===== config.mk =====
export PLATFORM = sky130hd
export DESIGN_NAME = posit_dot_sched_flat
export DESIGN_NICKNAME = d
export VERILOG_FILES = /design/src/rtl/posit_dot_sched_if.sv /design/src/rtl/posit_dot_sched.sv /design/src/flat_wrapper.sv
export SDC_FILE = /design/constraint.sdc
export NUM_CORES = 1
export LEC_CHECK = 0
export BUFFER_PORTS_ARGS = -buffer_cell sky130_fd_sc_hd__buf_2
export CORE_UTILIZATION = 25
export CTS_CLUSTER_SIZE = 28
export DETAILED_ROUTE_END_ITERATION = 12
export SLEW_MARGIN = 30
export SYNTH_ARGS = -nofsm -noshare
export SYNTH_HDL_FRONTEND = slang
export SYNTH_SLANG_ARGS = --single-unit

===== constraint.sdc =====
create_clock -name clk -period 27.9 [get_ports clk]
set_input_delay 2.79 -clock clk [delete_from_list [all_inputs] [get_ports clk]]
set_output_delay 2.79 -clock clk [all_outputs]
set_load 0.02 [all_outputs]

===== src/rtl/posit_dot_sched_if.sv =====
// Command / operand / result channels of the posit8 dot-product sequencer.
// slave is the sequencer side, master is the host/DMA side.
interface posit_dot_sched_if #(
  parameter int LEN_W = 8
);
  logic             cmd_valid;
  logic             cmd_ready;
  logic [LEN_W-1:0] cmd_len;
  logic [7:0]       cmd_acc_init;
  logic             op_valid;
  logic             op_ready;
  logic [7:0]       op_a;
  logic [7:0]       op_b;
  logic             res_valid;
  logic             res_ready;
  logic [7:0]       res_data;
  logic             res_nar;
  logic             busy;
  logic [LEN_W-1:0] ops_done;

  modport slave (
    input  cmd_valid, cmd_len, cmd_acc_init, op_valid, op_a, op_b, res_ready,
    output cmd_ready, op_ready, res_valid, res_data, res_nar, busy, ops_done
  );

  modport master (
    output cmd_valid, cmd_len, cmd_acc_init, op_valid, op_a, op_b, res_ready,
    input  cmd_ready, op_ready, res_valid, res_data, res_nar, busy, ops_done
  );
endinterface


===== src/rtl/posit_dot_sched.sv =====
// posit8 (es=0) fused multiply-add plus the command-framed sequencer that
// streams operand pairs through it and returns one rounded result per command.
module posit_mac_8bit (
  input  logic [7:0] in_a,
  input  logic [7:0] in_b,
  input  logic [7:0] in_c,
  output logic [7:0] out
);
  // Every posit8 es=0 value is an exact multiple of 2^-6; decode to value*64.
  function automatic logic signed [13:0] decode(input logic [7:0] p);
    logic [6:0]  body;
    logic [13:0] t;
    logic [6:0]  frac7;
    logic [19:0] wide;
    logic [12:0] fix;
    logic        seen;
    int          run;
    int          e;
    body = p[7] ? 7'(~p + 8'd1) : p[6:0];
    run  = 0;
    seen = 1'b0;
    for (int i = 6; i >= 0; i--) begin
      if (!seen && body[i] == body[6]) run++;
      else seen = 1'b1;
    end
    t     = {body, 7'b0} << (run + 1);
    frac7 = 7'(t >> 7);
    e     = body[6] ? run + 5 : 6 - run;
    wide  = {12'b0, 1'b1, frac7} << e;
    fix   = 13'(wide >> 7);
    if (p == 8'h00)  decode = 14'sd0;
    else if (p[7])   decode = -$signed({1'b0, fix});
    else             decode = $signed({1'b0, fix});
  endfunction

  // Exact sum (12 fraction bits) rounded once, nearest-even on the bit pattern,
  // saturating at maxpos/minpos so nonzero never becomes zero or NaR.
  function automatic logic [7:0] encode(input logic signed [28:0] s);
    logic [28:0] mag;
    logic [27:0] frac;
    logic [6:0]  rtop;
    logic [6:0]  body;
    logic [34:0] lng;
    int          p;
    int          k;
    int          rl;
    mag = s[28] ? 29'(-s) : 29'(s);
    p   = 0;
    for (int i = 0; i < 29; i++) if (mag[i]) p = i;
    k    = p - 12;
    frac = 28'(mag << (28 - p));
    if (k >= 0) begin
      rtop = 7'h7F << (6 - k);
      rl   = k + 2;
    end else begin
      rtop = 7'h40 >> (-k);
      rl   = 1 - k;
    end
    lng  = {rtop, 28'b0} | (35'(frac) << (7 - rl));
    body = lng[34:28];
    if (lng[27] && ((|lng[26:0]) || body[0])) body = body + 7'd1;
    if (k >= 6)       body = 7'h7F;
    else if (k < -6)  body = 7'h01;
    if (mag == 29'd0) encode = 8'h00;
    else if (s[28])   encode = ~{1'b0, body} + 8'd1;
    else              encode = {1'b0, body};
  endfunction

  logic signed [13:0] fa, fb, fc;
  logic signed [27:0] prod;
  logic signed [28:0] sum;

  always_comb begin
    fa   = decode(in_a);
    fb   = decode(in_b);
    fc   = decode(in_c);
    prod = 28'(fa) * 28'(fb);
    sum  = 29'(prod) + (29'(fc) <<< 6);
    if (in_a == 8'h80 || in_b == 8'h80 || in_c == 8'h80) out = 8'h80;
    else                                                out = encode(sum);
  end
endmodule

// state | meaning
// IDLE  | waiting for a command, cmd_ready high
// RUN   | consuming operand pairs into acc, op_ready high
// DONE  | result held on res_* until res_ready
module posit_dot_sched #(
  parameter int LEN_W = 8
) (
  input  logic               clk,
  input  logic               rst,
  posit_dot_sched_if.slave   bus
);
  typedef enum logic [1:0] {IDLE, RUN, DONE} state_t;

  state_t           state, state_nx;
  logic [7:0]       acc, acc_nx, res_data, res_data_nx, mac_out, acc_step;
  logic [LEN_W-1:0] remaining, remaining_nx, ops_done, ops_done_nx;
  logic             res_valid, res_valid_nx, res_nar, res_nar_nx, nar, nar_nx;
  logic             mac_nar, init_nar;

  posit_mac_8bit u_mac (
    .in_a (bus.op_a),
    .in_b (bus.op_b),
    .in_c (acc),
    .out  (mac_out)
  );

  assign mac_nar  = (mac_out == 8'h80);
  assign init_nar = (bus.cmd_acc_init == 8'h80);
  // Sticky NaR wins even when a zero operand would bypass to acc.
  assign acc_step = (nar || mac_nar) ? 8'h80 : mac_out;

  always_comb begin
    state_nx     = state;
    acc_nx       = acc;
    remaining_nx = remaining;
    ops_done_nx  = ops_done;
    res_data_nx  = res_data;
    res_valid_nx = res_valid;
    res_nar_nx   = res_nar;
    nar_nx       = nar;
    case (state)
      IDLE: if (bus.cmd_valid) begin
        acc_nx      = bus.cmd_acc_init;
        ops_done_nx = '0;
        nar_nx      = init_nar;
        if (bus.cmd_len == '0) begin
          res_data_nx  = bus.cmd_acc_init;
          res_nar_nx   = init_nar;
          res_valid_nx = 1'b1;
          state_nx     = DONE;
        end else begin
          remaining_nx = bus.cmd_len;
          state_nx     = RUN;
        end
      end
      RUN: if (bus.op_valid) begin
        acc_nx       = acc_step;
        nar_nx       = nar | mac_nar;
        ops_done_nx  = ops_done + LEN_W'(1);
        remaining_nx = remaining - LEN_W'(1);
        if (remaining == LEN_W'(1)) begin
          res_data_nx  = acc_step;
          res_nar_nx   = nar | mac_nar;
          res_valid_nx = 1'b1;
          state_nx     = DONE;
        end
      end
      DONE: if (bus.res_ready) begin
        res_valid_nx = 1'b0;
        state_nx     = IDLE;
      end
      default: state_nx = IDLE;
    endcase
  end

  always_ff @(posedge clk) begin
    if (rst) begin
      state     <= IDLE;
      acc       <= 8'h00;
      remaining <= '0;
      ops_done  <= '0;
      res_data  <= 8'h00;
      res_valid <= 1'b0;
      res_nar   <= 1'b0;
      nar       <= 1'b0;
    end else begin
      state     <= state_nx;
      acc       <= acc_nx;
      remaining <= remaining_nx;
      ops_done  <= ops_done_nx;
      res_data  <= res_data_nx;
      res_valid <= res_valid_nx;
      res_nar   <= res_nar_nx;
      nar       <= nar_nx;
    end
  end

  assign bus.cmd_ready = (state == IDLE);
  assign bus.op_ready  = (state == RUN);
  assign bus.busy      = (state != IDLE);
  assign bus.res_valid = res_valid;
  assign bus.res_data  = res_data;
  assign bus.res_nar   = res_nar;
  assign bus.ops_done  = ops_done;
endmodule


===== src/flat_wrapper.sv =====
// flat-port wrapper written by rule: the top's interface ports become plain ports
module posit_dot_sched_flat 
#(
  parameter int LEN_W = 8
)
  (clk, rst, bus_cmd_valid, bus_cmd_len, bus_cmd_acc_init, bus_op_valid, bus_op_a, bus_op_b, bus_res_ready, bus_cmd_ready, bus_op_ready, bus_res_valid, bus_res_data, bus_res_nar, bus_busy, bus_ops_done);
  posit_dot_sched_if #(.LEN_W(LEN_W)) bus_i ();
  input  logic clk;
  input  logic rst;
  input wire logic [$bits(bus_i.cmd_valid)-1:0] bus_cmd_valid;
  input wire logic [$bits(bus_i.cmd_len)-1:0] bus_cmd_len;
  input wire logic [$bits(bus_i.cmd_acc_init)-1:0] bus_cmd_acc_init;
  input wire logic [$bits(bus_i.op_valid)-1:0] bus_op_valid;
  input wire logic [$bits(bus_i.op_a)-1:0] bus_op_a;
  input wire logic [$bits(bus_i.op_b)-1:0] bus_op_b;
  input wire logic [$bits(bus_i.res_ready)-1:0] bus_res_ready;
  output wire logic [$bits(bus_i.cmd_ready)-1:0] bus_cmd_ready;
  output wire logic [$bits(bus_i.op_ready)-1:0] bus_op_ready;
  output wire logic [$bits(bus_i.res_valid)-1:0] bus_res_valid;
  output wire logic [$bits(bus_i.res_data)-1:0] bus_res_data;
  output wire logic [$bits(bus_i.res_nar)-1:0] bus_res_nar;
  output wire logic [$bits(bus_i.busy)-1:0] bus_busy;
  output wire logic [$bits(bus_i.ops_done)-1:0] bus_ops_done;
  assign bus_i.cmd_valid = bus_cmd_valid;
  assign bus_i.cmd_len = bus_cmd_len;
  assign bus_i.cmd_acc_init = bus_cmd_acc_init;
  assign bus_i.op_valid = bus_op_valid;
  assign bus_i.op_a = bus_op_a;
  assign bus_i.op_b = bus_op_b;
  assign bus_i.res_ready = bus_res_ready;
  assign bus_cmd_ready = bus_i.cmd_ready;
  assign bus_op_ready = bus_i.op_ready;
  assign bus_res_valid = bus_i.res_valid;
  assign bus_res_data = bus_i.res_data;
  assign bus_res_nar = bus_i.res_nar;
  assign bus_busy = bus_i.busy;
  assign bus_ops_done = bus_i.ops_done;
  posit_dot_sched #(.LEN_W(LEN_W)) u_core (.clk(clk), .rst(rst), .bus(bus_i));
endmodule

---- After elaboration in Yosys (flattened, before gate mapping) ----
Index checks and enable logic that the tools add are counted.
storage, ports and cells
  register bits after elaboration ......... 37
  latch bits .............................. 0
  memory bits (writable) .................. 0
  bits in read-only memories .............. 0
  output and inout port bits .............. 21
  logic and storage cells ................. 272
  memories ................................ 0
operators by class
  add/sub/neg operators ................... 43
  multipliers ............................. 1
  div/mod/pow operators ................... 0
  order comparisons ....................... 3
  eq/ne operators ......................... 32
  shift-type cells ........................ 10
  muxes and demuxes ....................... 122
  bitwise gates (word level) .............. 6
  reductions and logical operators ........ 47
operator list
  kind                   number
  $mux 32                48
  $add 32x2->32 const B  17
  $sub 4x32->32 const A  5
  $mux 8                 15
  $add 32x4->32 const B  3
  $shl 14x32->14         3
  $shl 8x32->20          3
  $mux 14                6
  $pmux 8 s2             4
  $mux 7                 9
  $neg 13->14            3
  $eq 8x8->1 const B     5
  $or 35x35->35          1
  $shl 28x32->35         1
  $add 32x3->32 const B  1
  $ge 32x1->1 const B    1
  $ge 32x4->1 const B    1
  $logic_not 8->1        4
  $lt 32x4->1 const B    1
  $neg 32->32            1
  $shl 29x32->28         1
  $shl 7x32->7 const A   1
  $shr 7x32->7 const A   1
  $sub 2x32->32 const A  1
  other kinds (36)       128

---- Depth between registers and ports, before layout ----
Gate-level depths: netlist of run 1.
  depth after elaboration ................. 82
  mapped depth ............................ 96
  depth with buffers taken out ............ 90

---- Hierarchy ----
A second synthesis of run 1 with hierarchy kept.
second synthesis, totals
  cell total of the unflattened synthesis .. 3172
  area, all modules ....................... 22880.7 µm²
by module, submodules not included
  module           times used  cells each  area an instance (µm²)  seq. area each (µm²)
  posit_mac_8bit   1           2937        20946.3                 0.0
  posit_dot_sched  1           235         1934.4                  740.7

---- Worst setup path before layout of run 1 ----
No wires, ideal clock.
  kind .................................... input to register
  start ................................... input bus_op_a[0]
  end ..................................... register u_core.nar
  arrival time ............................ 22.921 ns
  data required time ...................... 27.788 ns
  setup slack ............................. 4.867 ns
  stages on the path ...................... 87
  buffers on the path ..................... 10
  cell sequence ........................... clkbuf_1 -> inv_1 -> ha_1 -> nand2b_1 -> o32a_1 -> nand4_1 -> o32ai_2 -> inv_1 -> ha_1 -> a21o_1 -> ha_1 -> a32oi_1 -> o211ai_1 -> ha_1 -> nor2_1 -> a211oi_1 -> a21oi_1 -> nor3_1 -> [... 51 more ...] -> nor3_1 -> o21ai_0 -> o21ai_1 -> o32a_1 -> nand2_1 -> o211a_1 -> or4_1 -> and4_1 -> nand4_2 -> and2_1 -> mux2_1 -> a21oi_1 -> ha_1 -> a31oi_1 -> mux2_2 -> a21oi_1 -> a31oi_1 -> a2111oi_1
on the way
  word-level cells in the longest chain between the ends .. 80
  elaborated cells on any way between the ends .. 117
  classes of those cells .................. 21 x add/sub; 1 x mul; 3 x order compare; 8 x eq/ne; 6 x shift; 58 x mux; 4 x bitwise; 16 x reduce/logical
ends and longest elaborated chain
  what                                                    line                    source
  start, declared                                         flat_wrapper.sv:14      input wire logic [$bits(bus_i.op_a)-1:0] bus_op_a;
  branches (longest 75 deep; another with $add 32x2->32)  --
  $mux 8 (*)                                              posit_dot_sched.sv:79   if (in_a == 8'h80 || in_b == 8'h80 || in_c == 8'h80) out = 8'h80;
  $eq 8x8->1 (*)                                          posit_dot_sched.sv:110  assign mac_nar = (mac_out == 8'h80);
  $or 1x1->1 (*)                                          posit_dot_sched.sv:141  nar_nx = nar | mac_nar;
  $mux 1 (*)                                              posit_dot_sched.sv:139  RUN: if (bus.op_valid) begin
  $pmux 1 s2 (*)                                          posit_dot_sched.sv:124  case (state)
  end signal, assigned                                    posit_dot_sched.sv:177  nar <= nar_nx;
  end, declared                                           posit_dot_sched.sv:100  logic res_valid, res_valid_nx, res_nar, res_nar_nx, nar, nar_nx;
Every way passes the cells marked *. The select of a mux whose other input is x is not followed.
A chain may end at the register's enable or synchronous reset.

---- Worst setup path in the final report of run 1 ----
  start ................................... input bus_op_b[0]
  end ..................................... register u_core.nar
on the way
  word-level cells in the longest chain between the ends .. 80
  elaborated cells on any way between the ends .. 117
  classes of those cells .................. 21 x add/sub; 1 x mul; 3 x order compare; 8 x eq/ne; 6 x shift; 58 x mux; 4 x bitwise; 16 x reduce/logical
ends and longest elaborated chain
  what                                                    line                    source
  start, declared                                         flat_wrapper.sv:15      input wire logic [$bits(bus_i.op_b)-1:0] bus_op_b;
  branches (longest 75 deep; another with $add 32x2->32)  --
  $mux 8 (*)                                              posit_dot_sched.sv:79
  $eq 8x8->1 (*)                                          posit_dot_sched.sv:110
  $or 1x1->1 (*)                                          posit_dot_sched.sv:141
  $mux 1 (*)                                              posit_dot_sched.sv:139
  $pmux 1 s2 (*)                                          posit_dot_sched.sv:124
Marks and branches as above.

==> results of run 1 <==
-- Yosys cell counts, types with 14 or more instances --
cell,number
inv_1,328
a22oi_1,32
a221oi_1,14
dfxtp_1,37
nor3_1,86
o211ai_1,44
clkbuf_1,134
fa_1,216
buf_2,25
o21ai_1,16
nor4_1,37
a22o_1,15
nand3_1,99
and3_1,38
ha_1,122
xnor2_1,75
o22ai_1,26
a21o_1,38
or4_1,23
o21ai_0,170
o2111ai_1,17
o31ai_1,32
a211oi_1,47
a31oi_1,41
nand2b_1,48
a21oi_1,165
nand4_1,36
a32oi_1,15
nor2b_1,34
o21a_1,27
or2_2,31
xor2_1,52
mux2i_1,38
nor2_1,324
or3_1,26
and2_1,65
nand2_1,311
-- what timing repair did --
item,CTS,global route
endpoints found under the setup margin,0,16
buffers inserted,0,0
resized for setup,0,9
-- cells in the final DEF (no fill, tap or decap), types with 15 or more instances in the layout --
cell type	synthesis	final
a32oi_1	15	15
nor4_1	37	37
o31ai_1	32	31
fa_1	216	215
a211oi_1	47	47
o2111ai_1	17	16
nand3_1	99	99
a22oi_1	32	32
xor2_1	52	49
o22ai_1	26	26
and2_1	65	64
ha_1	122	122
o211ai_1	44	44
or3_1	26	26
nor3_1	86	82
nor2_1	324	322
inv_1	328	328
nand4_1	36	36
a21oi_1	165	164
nand2b_1	48	48
dfxtp_1	37	37
or2_2	31	31
o21ai_0	170	170
o21a_1	27	27
buf_4	2	47
a22o_1	15	15
a31oi_1	41	40
nand2_1	311	309
a21o_1	38	38
nor2b_1	34	34
mux2i_1	38	38
or4_1	23	23
buf_2	25	58
xnor2_1	75	73
o21ai_1	16	15
and3_1	38	38
-- layout make-up --
cell class / count / area share
clock buffer: 5 / 0.005115
inverter: 333 / 0.05115
clock inverter: 1 / 0.0002046
sequential: 37 / 0.03028
timing repair buffer: 105 / 0.02629
multi-input combinational: 2660 / 0.8268
tap: 1176 / 0.06015
-- through the flow --
step                setup slack (ns)    util  area [um2]
finish                         1.447  0.2718       24460
global route                  0.1324  0.2718       24460
CTS                            1.555  0.2710       24390
detailed placement             1.322  0.2695       24260
global placement               1.368  0.2691       24220
floorplan                      4.867       -       22730
-- cell families (layout without fill, tap and decap cells) --
| family | count (synthesis) | after routing | share of synthesized area |
|---|---|---|---|
| DFF | 37 | 37 | 0.03259 |
| muxes | 54 | 54 | 0.02714 |
| buffers and inverters | 504 | 444 | 0.08501 |
| AOI/OAI and AO/OA | 912 | 912 | 0.2815 |
| adders and majority gates | 340 | 340 | 0.2583 |
| xor gates and xnor gates | 128 | 128 | 0.04994 |
| and+or+nand+nor | 1223 | 1223 | 0.2653 |
| other | 1 | 3 | 0.0001650 |
-- sequential cells by signal (all words and copies together), names as in the netlist --
| register | cells |
|---|---|
| u_core.state | 2 |
| u_core.remaining | 8 |
| u_core.acc | 8 |
| u_core.bus.res_data | 8 |
| u_core.bus.res_valid | 1 |
| u_core.bus.res_nar | 1 |
| u_core.nar | 1 |
| u_core.bus.ops_done | 8 |
-- worst max-delay path: cells and delay by family --
kind	cells	cell delay [ns]
multiplexers	3	0.70
XOR/XNOR	3	0.70
adder cells (fa/ha/maj)	15	6.57
AND/OR/NAND/NOR	23	6.42
AO/OA/AOI/OAI	27	7.76
buffers and inverters	9	1.57
-- per-layer routing --
metal / GRT usage / routed length (um)
met3: 0.01749 / 5606
met1: 0.2222 / 32970
met5: 0 / 0
met4: 0.04548 / 2525
met2: 0.2734 / 35350
-- how the worst min path moves through the flow --
stage	end	cells past startpoint	slack, ns
after floorplan	u_core.remaining[6]	2	0.49
after global placement	u_core.bus.res_data[7]	2	0.44
after detailed placement	u_core.bus.res_data[0]	2	0.45
after CTS	u_core.bus.res_data[0]	2	0.46
after global routing	u_core.bus.res_data[7]	2	0.49
final	u_core.bus.res_data[0]	2	0.45
==> tab_implementation.tex, run 1 <==
\begin{tabular}{lr}
\hline
Metric & Value \\
\hline
\multicolumn{2}{l}{\textbf{Worst setup path}} \\
Longest individual stage delay on the worst path & 0.76 ns \\
Type of the worst setup path & primary input to register \\
Peak fanout along the critical path & 35 \\
Worst reg-to-reg path cell count & 76 \\
Timing endpoint of the critical path & u\_core.nar \\
End of the worst register-to-register path & u\_core.nar \\
Setup slack of the worst register-to-register path & about 5.3 ns \\
Critical path arrival & approximately 27 ns \\
Launching element type of the critical path & primary input \\
Launch point of the critical path & bus\_op\_b[0] \\
Worst reg2reg startpoint & u\_core.acc[0] \\
Cell repeated most along the worst path & ha\_1 \\
Required @ worst endpoint & 28.06 ns \\
Critical Path End Type & register \\
Critical path's slowest cell & fa\_2 \\
\multicolumn{2}{l}{\textbf{Yosys}} \\
Fraction of synthesis flops using an asynchronous set or reset pin & 0 \\
Synth area leaders & fa\_1 (19\%), ha\_1 (6.7\%), inv\_1 (5.4\%) \\
Distinct cell type count of the synthesized netlist & between 100 and 150 \\
Leading register cell type out of synthesis & dfxtp\_1 \\
Synth Instances & 3,199 \\
Syn\_area\_per\_cell & around 7.1 um2 \\
Post-synth top area share & 0.1903 \\
Post-Syn Area & 22,730 um2 \\
Flops \& latches, synth & 37 \\
Number of enable flip-flop cells after synthesis & 0 \\
Cell taking the most area after synthesis & fa\_1 \\
Proportion of synthesized chip area in sequential cells & 0.03259 \\
Yosys warnings & 0 \\
\multicolumn{2}{l}{\textbf{Final layout}} \\
Multi-input gate area & slightly above 20,000 um2 \\
Number of nets in the layout & about 3.5k \\
Area Growth Syn to Fin & 7.648\% \\
Ratio of cells with drive above 1 in the final layout & 0.07482 \\
Reg area & $\sim$740 um2 \\
Number of inserted filler cells in the final layout & about 10k \\
Count of antenna diodes in the layout & 0 \\
Number of cells in the finished layout apart from fillers & 4,317 \\
\multicolumn{2}{l}{\textbf{Timing}} \\
Post-route minimum period & 26.45 ns \\
Max-Slew Margin vs Limit & 0.3154 \\
Number of pins exceeding their max-slew limit in the final report & 0 \\
Post-route setup TNS & 0 ns \\
Final critical-path share of the clock period & 0.9481 \\
Maximum clock rate & $\sim$38 MHz \\
Slew of the pin with the lowest slew margin & 1.020 ns \\
Setup Skew & 0.007221 ns \\
Final setup fails & 0 \\
RSZ-0062 raised after global routing & false \\
Number of hold violations in the final report & 0 \\
Post-Route Hold Slack & 0.4541 ns \\
\multicolumn{2}{l}{\textbf{Clock tree}} \\
TritonCTS clock tree & done \\
Clock sinks & 37 \\
Inserted Clock Buffers & 5 \\
Hold Buf Count CTS & 0 \\
Clk pin slew, worst setup/hold paths & around 0.060 ns \\
Clock insertion delay at the later pin of the skew report & 0.28 ns \\
CTS H-Tree Depth & 2 \\
CTS Root Buffer Type & clkbuf\_16 \\
Deepest clock path buffer count & 2 \\
\multicolumn{2}{l}{\textbf{Floorplan}} \\
Die Span Y & 303.5 um \\
Starting density of the core & 0.2525 \\
Die Footprint & approximately 90,000 um2 \\
Chip width & slightly above 300 um \\
Cell row count & 110 \\
Area of the core & 90,010 um2 \\
I/O pin total & slightly below 60 \\
\multicolumn{2}{l}{\textbf{Routing}} \\
Drt first pass iters & 6 \\
Number of DRC violations after detailed routing & 0 \\
Total wire length after detailed routing & $\sim$76,000 um \\
Total number of vias & roughly 24k \\
Vias per std cell & 5.625 \\
DRC marker count from the first detailed-route iteration & 2,437 \\
Routed length per instance & 17.71 um \\
Number of routed nets with antenna violations & 0 \\
\multicolumn{2}{l}{\textbf{GRT}} \\
Gr usage total & 0.1637 \\
Number of global-route vias before repair & approximately 23k \\
Global-route wire length before repair & approximately 130,000 um \\
Maximum number of pins on one net before global-route repair & 46 \\
Antenna violations before repair & 0 \\
Global route total overflow & 0 \\
\multicolumn{2}{l}{\textbf{Placement}} \\
PortBufs & 57 \\
DP HPWL & 61,600 um \\
Post-placement cell count & $\sim$4.3k \\
Final GP Congestion & 0.9858 \\
\multicolumn{2}{l}{\textbf{Hold path}} \\
Start point of the worst min-delay path & u\_core.bus.res\_data[0] \\
Hold WC Path Type & register to register \\
\multicolumn{2}{l}{\textbf{Status}} \\
Result of the run & finished, final reports clean \\
\multicolumn{2}{l}{\textbf{Flow run}} \\
Max-capacitance violation count & 0 \\
\hline
\end{tabular}
Power of run 1 is left out: the tool's default activity adds up to more than one toggle a clock period on the data nets, which glitch-free logic cannot reach.
==> inputs of run 2 (changes only) <==
RECOVER_POWER = 25   (was unset)
==> run 2 against run 1 <==
The flow now finishes with violations (max-capacitance violations, max-slew violations). Final area barely moved. Worst setup slack got worse by 0.043 ns. Flip-flop and latch count did not move. Non-clock buffer count did not move. First-iteration DRC count rose by 2.0%. Global-route usage did not move. Count of clock-buffer cells in the layout did not move. Hold slack improved by 0.00054 ns. Critical path depth fell by 1.
==> tab_implementation.tex, run 2 (same netlist as run 1, synthesis figures left out) <==
\begin{tabular}{lr}
\hline
Metric & Value \\
\hline
\multicolumn{2}{l}{\textbf{Timing}} \\
Number of hold violations in the final report & 0 (unchanged) \\
Number of pins exceeding their max-slew limit in the final report & 35 (+35) \\
Slew of the pin with the lowest slew margin & 1.525 ns (+0.5046 ns) \\
Post-route setup TNS & 0 ns (unchanged) \\
Max-Slew Margin vs Limit & -0.01642 (-0.3318) \\
Setup Skew & 0.007737 ns (+0.0005161 ns) \\
Final setup fails & 0 (unchanged) \\
RSZ-0062 raised after global routing & false \\
Maximum clock rate & 37.74 MHz (-0.16\%) \\
Post-route minimum period & 26.50 ns (+0.04294 ns) \\
Final critical-path share of the clock period & 0.9497 (+0.001539) \\
\multicolumn{2}{l}{\textbf{Floorplan}} \\
Chip width & 303.5 um (unchanged) \\
Cell row count & 110 (unchanged) \\
Area of the core & 90,010 um2 (unchanged) \\
Die Span Y & 303.5 um (unchanged) \\
Starting density of the core & 0.2525 (unchanged) \\
Die Footprint & 92,110 um2 (unchanged) \\
I/O pin total & 58 (unchanged) \\
\multicolumn{2}{l}{\textbf{Final layout}} \\
Commonest cells after routing, fill and taps aside & inv\_1 (328), nor2\_1 (322), nand2\_1 (309), fa\_1 (215), o21ai\_0 (170) \\
Number of inserted filler cells in the final layout & 9,967 (+0.080\%) \\
Most frequent standard cell in the layout excluding fill and tap cells & inv\_1 \\
Number of nets in the layout & 3,517 (unchanged) \\
Count of antenna diodes in the layout & 0 (unchanged) \\
Area Growth Syn to Fin & 7.587\% (about the same) \\
Ratio of cells with drive above 1 in the final layout & 0.07131 (-0.003502) \\
\multicolumn{2}{l}{\textbf{Worst setup path}} \\
Launching element type of the critical path & primary input \\
Critical Path End Type & register \\
Cell repeated most along the worst path & ha\_1 \\
Type of the worst setup path & primary input to register \\
Required @ worst endpoint & 28.05 ns (about the same) \\
Critical path's slowest cell & fa\_2 \\
Peak fanout along the critical path & 35 (unchanged) \\
Longest individual stage delay on the worst path & 0.76 ns (about the same) \\
Critical path arrival & 26.65 ns (+0.03 ns) \\
\multicolumn{2}{l}{\textbf{Placement}} \\
PortBufs & 57 (unchanged) \\
Final GP Congestion & 0.9858 (unchanged) \\
DP HPWL & 61,600 um (unchanged) \\
\multicolumn{2}{l}{\textbf{Routing}} \\
Total wire length after detailed routing & 76,400 um (about the same) \\
Number of DRC violations after detailed routing & 0 (unchanged) \\
Vias per std cell & 5.620 (about the same) \\
Drt first pass iters & 7 (+1) \\
Number of routed nets with antenna violations & 0 (unchanged) \\
Routed length per instance & 17.70 um (about the same) \\
Total number of vias & 24.26k (-0.078\%) \\
DRC marker count from the first detailed-route iteration & 2,486 (+2.0\%) \\
\multicolumn{2}{l}{\textbf{GRT}} \\
Number of global-route vias before repair & 23.16k (unchanged) \\
Antenna violations before repair & 0 (unchanged) \\
Gr usage total & 0.1637 (unchanged) \\
Global-route wire length before repair & 125,400 um (unchanged) \\
Maximum number of pins on one net before global-route repair & 46 (unchanged) \\
Global route total overflow & 0 (unchanged) \\
\multicolumn{2}{l}{\textbf{Flow run}} \\
Max-capacitance violation count & 1 (+1) \\
\multicolumn{2}{l}{\textbf{Status}} \\
Result of the run & finished with violations \\
Violated checks & max-capacitance violations, max-slew violations \\
\multicolumn{2}{l}{\textbf{Hold path}} \\
Hold WC Path Type & register to register \\
\multicolumn{2}{l}{\textbf{Clock tree}} \\
Inserted Clock Buffers & 5 (unchanged) \\
Number of gates given a new drive strength after cts & 0 (unchanged) \\
Postcts setup bufs & 0 (unchanged) \\
Deepest clock path buffer count & 2 (unchanged) \\
TritonCTS clock tree & done \\
Clock insertion delay at the later pin of the skew report & 0.28 ns (about the same) \\
CTS H-Tree Depth & 2 (unchanged) \\
Clock sinks & 37 (unchanged) \\
Clk pin slew, worst setup/hold paths & 0.06 ns (about the same) \\
CTS Root Buffer Type & clkbuf\_16 \\
Hold Buf Count CTS & 0 (unchanged) \\
\hline
\end{tabular}
## run 2: cell count changes in the layout (fill, tap and decap cells not counted), sizes merged
| cell | delta |
|---|---|
| buf | -11 |
| clkbuf | +11 |
## run 2: per-stage QoR
step	util	setup slack, ns	hold slack (ns)	std cells	cell area [um2]
2_1_floorplan	-	4.867	0.4876	3201	22730
3_3_place_gp	0.2691	1.368	0.4403	4310	24220
3_5_place_dp	0.2695	1.322	0.4494	4311	24260
4_1_cts	0.2710	1.555	0.4578	4317	24390
5_1_grt	0.2716	0.1211	0.4932	4317	24450
6_report	0.2716	1.405	0.4547	4317	24450
## run 2: area by class of cell
| cell class | instances | area (um2) | share of cell area |
|---|---|---|---|
| clock buffer | 5 | 125.1 | 0.005117 |
| clock inverter | 1 | 5.005 | 0.0002047 |
| inverter | 333 | 1251 | 0.05117 |
| multi-input combinational | 2660 | 20230 | 0.8273 |
| sequential | 37 | 740.7 | 0.03030 |
| tap | 1176 | 1471 | 0.06018 |
| timing repair buffer | 105 | 629.4 | 0.02574 |
## run 2: path summary, 6_finish.rpt
check / slack, ns / from / endpoint / cells after the start
worst max-delay path: 1.40 / bus_op_b[0] / u_core.nar / 79
worst min-delay path: 0.45 / u_core.bus.res_data[0] / u_core.bus.res_data[0] / 2
worst max register to register: 5.21 / u_core.acc[0] / u_core.nar / 75
worst min register to register: 0.45 / u_core.bus.res_data[0] / u_core.bus.res_data[0] / 2
## run 2: metal layers
layer	track usage	part of all wire	wire length [um]
met3	0.01749	0.074	5667
met2	0.2734	0.46	35250
met5	0	0	0
met4	0.04548	0.034	2561
met1	0.2222	0.43	32910
## run 2: critical path, delay by kind of cell
kind / cells / cell delay [ns]
AO/OA/AOI/OAI: 27 / 8.01
XOR/XNOR: 3 / 0.72
adder cells (fa/ha/maj): 15 / 6.62
buffers and inverters: 9 / 1.56
multiplexers: 3 / 0.71
AND/OR/NAND/NOR: 22 / 6.15
Power of run 2 is left out for the same reason.
